File: config.mk
export PLATFORM = sky130hd
export DESIGN_NAME = johnson_gray_counter
export DESIGN_NICKNAME = d
export VERILOG_FILES = /design/src/rtl/johnson_gray_counter.sv
export SDC_FILE = /design/constraint.sdc
export NUM_CORES = 1
export LEC_CHECK = 0
export ABC_AREA = 1
export CAP_MARGIN = 30
export CORE_AREA = 2 2 39 41
export CTS_CLUSTER_DIAMETER = 40
export DETAILED_ROUTE_END_ITERATION = 12
export DIE_AREA = 0 0 41 43
export MAX_ROUTING_LAYER = met4
export PLACE_DENSITY = 0.79
export SLEW_MARGIN = 30
export SYNTH_ARGS = -nofsm -noshare
export SYNTH_HDL_FRONTEND = slang
export SYNTH_SLANG_ARGS = --single-unit
File: constraint.sdc
create_clock -name clk -period 7.3 [get_ports clk]
set_clock_uncertainty 0.15 [all_clocks]
set_input_delay 1.46 -clock clk [delete_from_list [all_inputs] [get_ports clk]]
set_output_delay 1.46 -clock clk [all_outputs]
set_load 0.01 [all_outputs]
File: src/rtl/johnson_gray_counter.sv
// johnson_gray_counter: N-bit Johnson counter with a 2N-state cycle, up/down
// stepping, synchronous load, and binary-index / Gray views of the state.
// REG_OUT=1 adds one aligned output register stage on every output.
// Optional macro JOHNSON_GRAY_ILLEGAL_CHECK_EN adds illegal-state detection
// with recovery to state 0, reported as a one-cycle pulse on err.
module johnson_gray_counter #(
  parameter int  N       = 4,
  parameter int  REG_OUT = 0,
  localparam int GW      = $clog2(2 * N)
) (
  input  logic          clk,
  input  logic          rst,
  input  logic          en,
  input  logic          dir,
  input  logic          load,
  input  logic [GW-1:0] load_idx,
  output logic [N-1:0]  j,
  output logic [GW-1:0] g,
  output logic [GW-1:0] idx,
  output logic          wrap,
  output logic          load_err,
  output logic          err
);

  // Index of a Johnson code: popcount while the MSB is clear, 2N - popcount once set.
  function automatic logic [GW-1:0] index_of(input logic [N-1:0] s);
    int pc;
    pc = 0;
    for (int b = 0; b < N; b++) pc += int'(s[b]);
    if (s[N-1]) index_of = GW'(2 * N - pc);
    else        index_of = GW'(pc);
  endfunction

  // Johnson code of an index: ones fill from the LSB, then zeros fill from the LSB.
  function automatic logic [N-1:0] johnson_of(input logic [GW-1:0] i);
    int ii;
    ii = int'(i);
    johnson_of = '0;
    for (int b = 0; b < N; b++)
      johnson_of[b] = (ii <= N) ? (b < ii) : (b >= ii - N);
  endfunction

  function automatic logic [GW-1:0] gray_of(input logic [GW-1:0] i);
    gray_of = i ^ (i >> 1);
  endfunction

`ifdef JOHNSON_GRAY_ILLEGAL_CHECK_EN
  // A legal Johnson code has at most one boundary between adjacent bits.
  function automatic logic is_legal(input logic [N-1:0] s);
    int t;
    t = 0;
    for (int k = 0; k < N - 1; k++) t += int'(s[k] != s[k+1]);
    is_legal = (t <= 1);
  endfunction
`endif

  logic [N-1:0]  state_p0, next_state;
  logic [GW-1:0] cur_idx, cur_gray;
  logic          in_range;
  logic          wrap_nxt, lerr_nxt;
  logic          wrap_p0, lerr_p0, err_p0;

  assign cur_idx  = index_of(state_p0);
  assign cur_gray = gray_of(cur_idx);
  assign in_range = (int'(load_idx) < 2 * N);

`ifdef JOHNSON_GRAY_ILLEGAL_CHECK_EN
  logic illegal, err_nxt;
  assign illegal = !is_legal(state_p0);
`endif

  // Next state and the pulses that accompany it; load beats en, recovery beats both.
  always_comb begin
    next_state = state_p0;
    wrap_nxt   = 1'b0;
    lerr_nxt   = 1'b0;
`ifdef JOHNSON_GRAY_ILLEGAL_CHECK_EN
    err_nxt    = 1'b0;
`endif
    if (load) begin
      if (in_range) next_state = johnson_of(load_idx);
      else          lerr_nxt   = 1'b1;
    end else if (en) begin
      if (dir) begin
        next_state = {state_p0[N-2:0], ~state_p0[N-1]};
        wrap_nxt   = (cur_idx == GW'(2 * N - 1));
      end else begin
        next_state = {~state_p0[0], state_p0[N-1:1]};
        wrap_nxt   = (cur_idx == '0);
      end
    end
`ifdef JOHNSON_GRAY_ILLEGAL_CHECK_EN
    if (illegal) begin
      next_state = '0;
      wrap_nxt   = 1'b0;
      err_nxt    = 1'b1;
    end
`endif
  end

  // Stage p0: counting state plus pulses aligned with the state they describe.
  always_ff @(posedge clk or posedge rst) begin
    if (rst) begin
      state_p0 <= '0;
      wrap_p0  <= 1'b0;
      lerr_p0  <= 1'b0;
    end else begin
      state_p0 <= next_state;
      wrap_p0  <= wrap_nxt;
      lerr_p0  <= lerr_nxt;
    end
  end

`ifdef JOHNSON_GRAY_ILLEGAL_CHECK_EN
  // Stage p0: illegal-state pulse, presented alongside the recovered state.
  always_ff @(posedge clk or posedge rst) begin
    if (rst) err_p0 <= 1'b0;
    else     err_p0 <= err_nxt;
  end
`else
  assign err_p0 = 1'b0;
`endif

  generate
    if (REG_OUT != 0) begin : g_reg_out
      logic [N-1:0]  j_p1;
      logic [GW-1:0] g_p1, idx_p1;
      logic          wrap_p1, lerr_p1, err_p1;

      // Stage p1: every output delayed together so they stay mutually coherent.
      always_ff @(posedge clk or posedge rst) begin
        if (rst) begin
          j_p1    <= '0;
          g_p1    <= '0;
          idx_p1  <= '0;
          wrap_p1 <= 1'b0;
          lerr_p1 <= 1'b0;
          err_p1  <= 1'b0;
        end else begin
          j_p1    <= state_p0;
          g_p1    <= cur_gray;
          idx_p1  <= cur_idx;
          wrap_p1 <= wrap_p0;
          lerr_p1 <= lerr_p0;
          err_p1  <= err_p0;
        end
      end

      assign j        = j_p1;
      assign g        = g_p1;
      assign idx      = idx_p1;
      assign wrap     = wrap_p1;
      assign load_err = lerr_p1;
      assign err      = err_p1;
    end else begin : g_comb_out
      assign j        = state_p0;
      assign g        = cur_gray;
      assign idx      = cur_idx;
      assign wrap     = wrap_p0;
      assign load_err = lerr_p0;
      assign err      = err_p0;
    end
  endgenerate

endmodule

# Word level (Yosys, flattened, before mapping)

Index checks and enable logic that the tools add are counted.

Add/subtract/negate cells: 5
Order comparisons: 9
Equal/unequal tests: 1
Muxes and demuxes: 11
Bitwise gates (word level): 3
Reductions and logical operators: 2

Operators with widths:

| operator              | number |
|---|---|
| $mux W4               | 3 |
| $ge A3 B4 Y1 const A  | 2 |
| $mux W1               | 7 |
| $lt A1 B3 Y1 const A  | 2 |
| $lt A2 B3 Y1 const A  | 2 |
| $ge A1 B4 Y1 const A  | 1 |
| $ge A2 B4 Y1 const A  | 1 |
| $sub A3 B3 Y4 const B | 1 |
| $add A2 B1 Y3         | 1 |
| $add A3 B1 Y3         | 1 |
| $eq A3 B3 Y1 const B  | 1 |
| $le A3 B3 Y1 const B  | 1 |
| $logic_not A3 Y1      | 1 |
| $mux W3               | 1 |
| $sub A1 B3 Y3 const A | 1 |
| $xor A3 B2 Y3         | 1 |
| $add A1 B1 Y2         | 1 |
| $not A1 Y1            | 2 |
| $reduce_bool A2 Y1    | 1 |

Flip-flop bits (word level): 5
Bits of input ports: 8
Output and inout bits: 13
Word-level logic and storage cells: 33

# Logic depth before layout (Yosys ltp)

Depth after elaboration: 9
Mapped depth: 11
Depth with buffers taken out: 11

# Worst setup path after synthesis

OpenSTA, ideal clock, no wires.

Path kind: register to output
From: register state_p0[3], in the netlist j[3]
To: output port g[0]
Data arrival time: 2.011 ns
Slack: 3.679 ns
Cell stages (with the launch flop): 8
Path buffers: 0
Cell sequence: dfrtp_1 fa_1 ha_1 nand2_1 inv_2 xor2_2 inv_1 ha_1

Cells in the longest elaborated chain, start to end: 4

RTL lines:

| item                   | line | RTL |
|---|---|---|
| from (decl)            | 57   | `logic [N-1:0] state_p0, next_state;` |
| from (signal assigned) | 108  | `state_p0 <= next_state;` |
| $add A3 B1 Y3          | 29   | `for (int b = 0; b < N; b++) pc += int'(s[b]);` |
| $sub A1 B3 Y3          | 30   | `if (s[N-1]) index_of = GW'(2 * N - pc);` |
| $mux W3 *              | 30   |  |
| named net idx[0]       | 19   | `output logic [GW-1:0] idx,` |
| $xor A3 B2 Y3 *        | 44   | `gray_of = i ^ (i >> 1);` |
| to (decl)              | 18   | `output logic [GW-1:0] g,` |

The timed path passes the listed nets; every way through them passes the cells marked *.

# Final worst setup path

From: register state_p0[3], in the netlist j[3]
To: output port g[0]

Cells in the longest elaborated chain, start to end: 4

RTL lines:

| item            | line |
|---|---|
| $add A3 B1 Y3   | 29 |
| $sub A1 B3 Y3   | 30 |
| $mux W3 *       | 30 |
| $xor A3 B2 Y3 * | 44 |

Mark *: on every way between the ends. The rest lies on a longest branch, timed or not.

==> impl_results.md <==
- Flops & latches, synth: 5
- Antenna violations before repair: 0
- CP max FO: 7
- # Post-CTS Setup Buffers: 0
- Unique cell type count in the Yosys netlist: 26
- P&R area growth vs syn: 34.2%
- IO Count: 21
- Residual DRC count: 0
- PwrDens: approximately 280 mW/mm²
- Vias in the first global route: 498
- Register area share after synthesis: 0.211
- Wire per inst: 9.64 µm
- Largest net degree at the start of global routing: 9
- Hold buffers post-CTS: 0
- First-pass GRT wire length: 1970 µm
- Startpoint types: flip-flop
- Maximum clock frequency: 0.229 GHz
- Total wire length: ~1100 µm
- Die Area: 0.00176 mm²
- Commonest non-fill, non-tap cells in the layout: clkdlybuf4s50_1, nand2_1, inv_1, ha_1, inv_2
- Hold Crit Class: reg2reg
- Hold_sp: j[2]$_DFFE_PP0P_
- Mapped Cells: 84
- Core Box Area: 0.00138 mm²
- Hpwl dp: about 960 µm
- Layout cell share with drive strength beyond 1: 0.146
- Worst-Skew Late Latency: 0.24 ns
- Gpl congestion: 0.813
- Final Max Slew Viols: 0
- Clock-pin slew on the worst setup and hold paths: ~0.050 ns
- Final worst setup slack: between 2 and 3 ns
- CTS tree: done
- Crit Path Class: reg2out
- Crit share post-route: 0.599
- Commonest non-fill, non-tap cell in the layout: clkdlybuf4s50_1
- PostCTS Resize Cnt: 0
- Final hold slack: just under 0.5 ns
- Setup-failing EPs final: 0
- Worst R2R Start: j[3]$_DFFE_PP0P_
- Cts bufs inserted: 3
- Crit path required time: 5.69 ns
- Synthesized area: between 500 and 600 µm²
- Remaining Overflow, GRT: 0
- Horiz. Die Dim: 41 µm
- CP Capture Type: primary output
- Crit. Startpoint: j[3]$_DFFE_PP0P_
- RSZ-0062 raised after global routing: false
- Die Ht: 43 µm
- DRT antenna net count: 0
- Port bufs: 18
- Via count: approximately 570
- Multi-input gate area: 380 µm²
- Register-to-register setup slack: 4.86 ns
- CTS Sinks: 5
- Syn. warnings: 0
- Starting Density: 0.429
- Setup slack at placement: around 3.2 ns
- Mapped Avg Cell Area: just over 7 µm²
- Final count of hold timing violations: 0
- VDD IR max: 0.000177 V
- Setup TNS: 0 ns
- 1st-iter DRT viols: 14
- Filler cells: 131
- Pre-antenna DRT Iters: 4
- GRT Overall Usage: 0.162
- CTS Buffer Depth: 2
- Rows: 14
- Register Area: 125 µm²
- Status: finished, final reports clean
- Final min period: 4.37 ns
- CTS Root Cell: clkbuf_4
- Max-cap violations: 0
- Static leakage: between 0.4 and 0.5 nW
- CTS HTree Levels: 1
- Final nets: between 100 and 150
- Critical Path AT: 2.76 ns
- Via density: 4.81
- Diodes inserted: 0
sequential cells by signal, summed over array words and instances (netlist names):
signal  flops
wrap        1
j           4
final timing paths:
check                                        end  depth (start not counted)
worst min register to register  j[2]$_DFFE_PP0P_                          2
min in group asynchronous         wrap$_DFF_PP0_                          2
worst min-delay path            j[2]$_DFFE_PP0P_                          2
max in group asynchronous       j[2]$_DFFE_PP0P_                          2
worst max-delay path                        g[0]                          9
worst max register to register    wrap$_DFF_PP0_                         11
area by class of cell:
cell class | instances | share of cell area
flip-flops and latches | 5 | 0.157
clock buffers | 4 | 0.0330
repair buffers | 18 | 0.226
inverters | 17 | 0.0802
multi-input cells | 59 | 0.478
well taps | 16 | 0.0252
worst max-delay path: stages (launching register included):
cell and delay [ns]:
dfrtp_1 0.48, fa_1 0.51, ha_1 0.24, inv_1 0.11, nand2_4 0.07, nand2_1 0.09, xor2_2 0.17, inv_1 0.06
ha_1 0.26, clkdlybuf4s50_1 0.52
Yosys cell counts, drive strengths merged:
master  number  area [µm²]
a21boi       1        7.51
a21oi        1        5.00
a22oi        1        7.51
a31oi        1        6.26
buf          4        27.5
clkinv       1        3.75
conb         1        3.75
dfrtp        5         125
fa           1        20.0
ha           7        87.6
inv         16        60.1
nand2       21        93.8
nand3        6        35.0
nand4        2        12.5
nor2         5        18.8
o211ai       2        15.0
o21ai        6        30.0
o221ai       1        8.76
xnor2        1        8.76
xor2         1        16.3
metal layers:
layer | GRT usage | up-vias | wire [µm]
li1 | - | 304 | -
met1 | 0.215 | 251 | 561
met2 | 0.247 | 17 | 545
met3 | 0.0471 | 0 | 41
met4 | 0.0200 | 0 | 0
met5 | - | - | 0
metrics by stage:
step | std cells | area (µm²) | power, mW | util
finish | 119 | 796 | 0.224 | 0.575
global route | 119 | 796 | 0.245 | 0.575
CTS | 119 | 796 | 0.227 | 0.575
detailed placement | 115 | 769 | 0.194 | 0.556
global placement | 115 | 769 | 0.192 | 0.556
floorplan | 85 | 597 | 0.130 | -
where the power goes:
group	internal (mW)	total [mW]	leakage [nW]	switching [mW]
Clock	0.0206	0.0314	0.0150	0.0107
Sequential	0.0317	0.0376	0.0608	0.00594
Combinational	0.0818	0.155	0.326	0.0733
Total	0.134	0.224	0.402	0.0900
cell families after synthesis:
logic type               after synthesis  synth area share
XOR/XNOR                               2            0.0422
AND/OR/NAND/NOR                       34             0.270
flip-flops                             5             0.211
buffers and inverters                 21             0.154
adder cells (fa/ha/maj)                8             0.181
other                                  1           0.00632
AO/OA/AOI/OAI                         13             0.135
(Power assumes the default switching activity.)
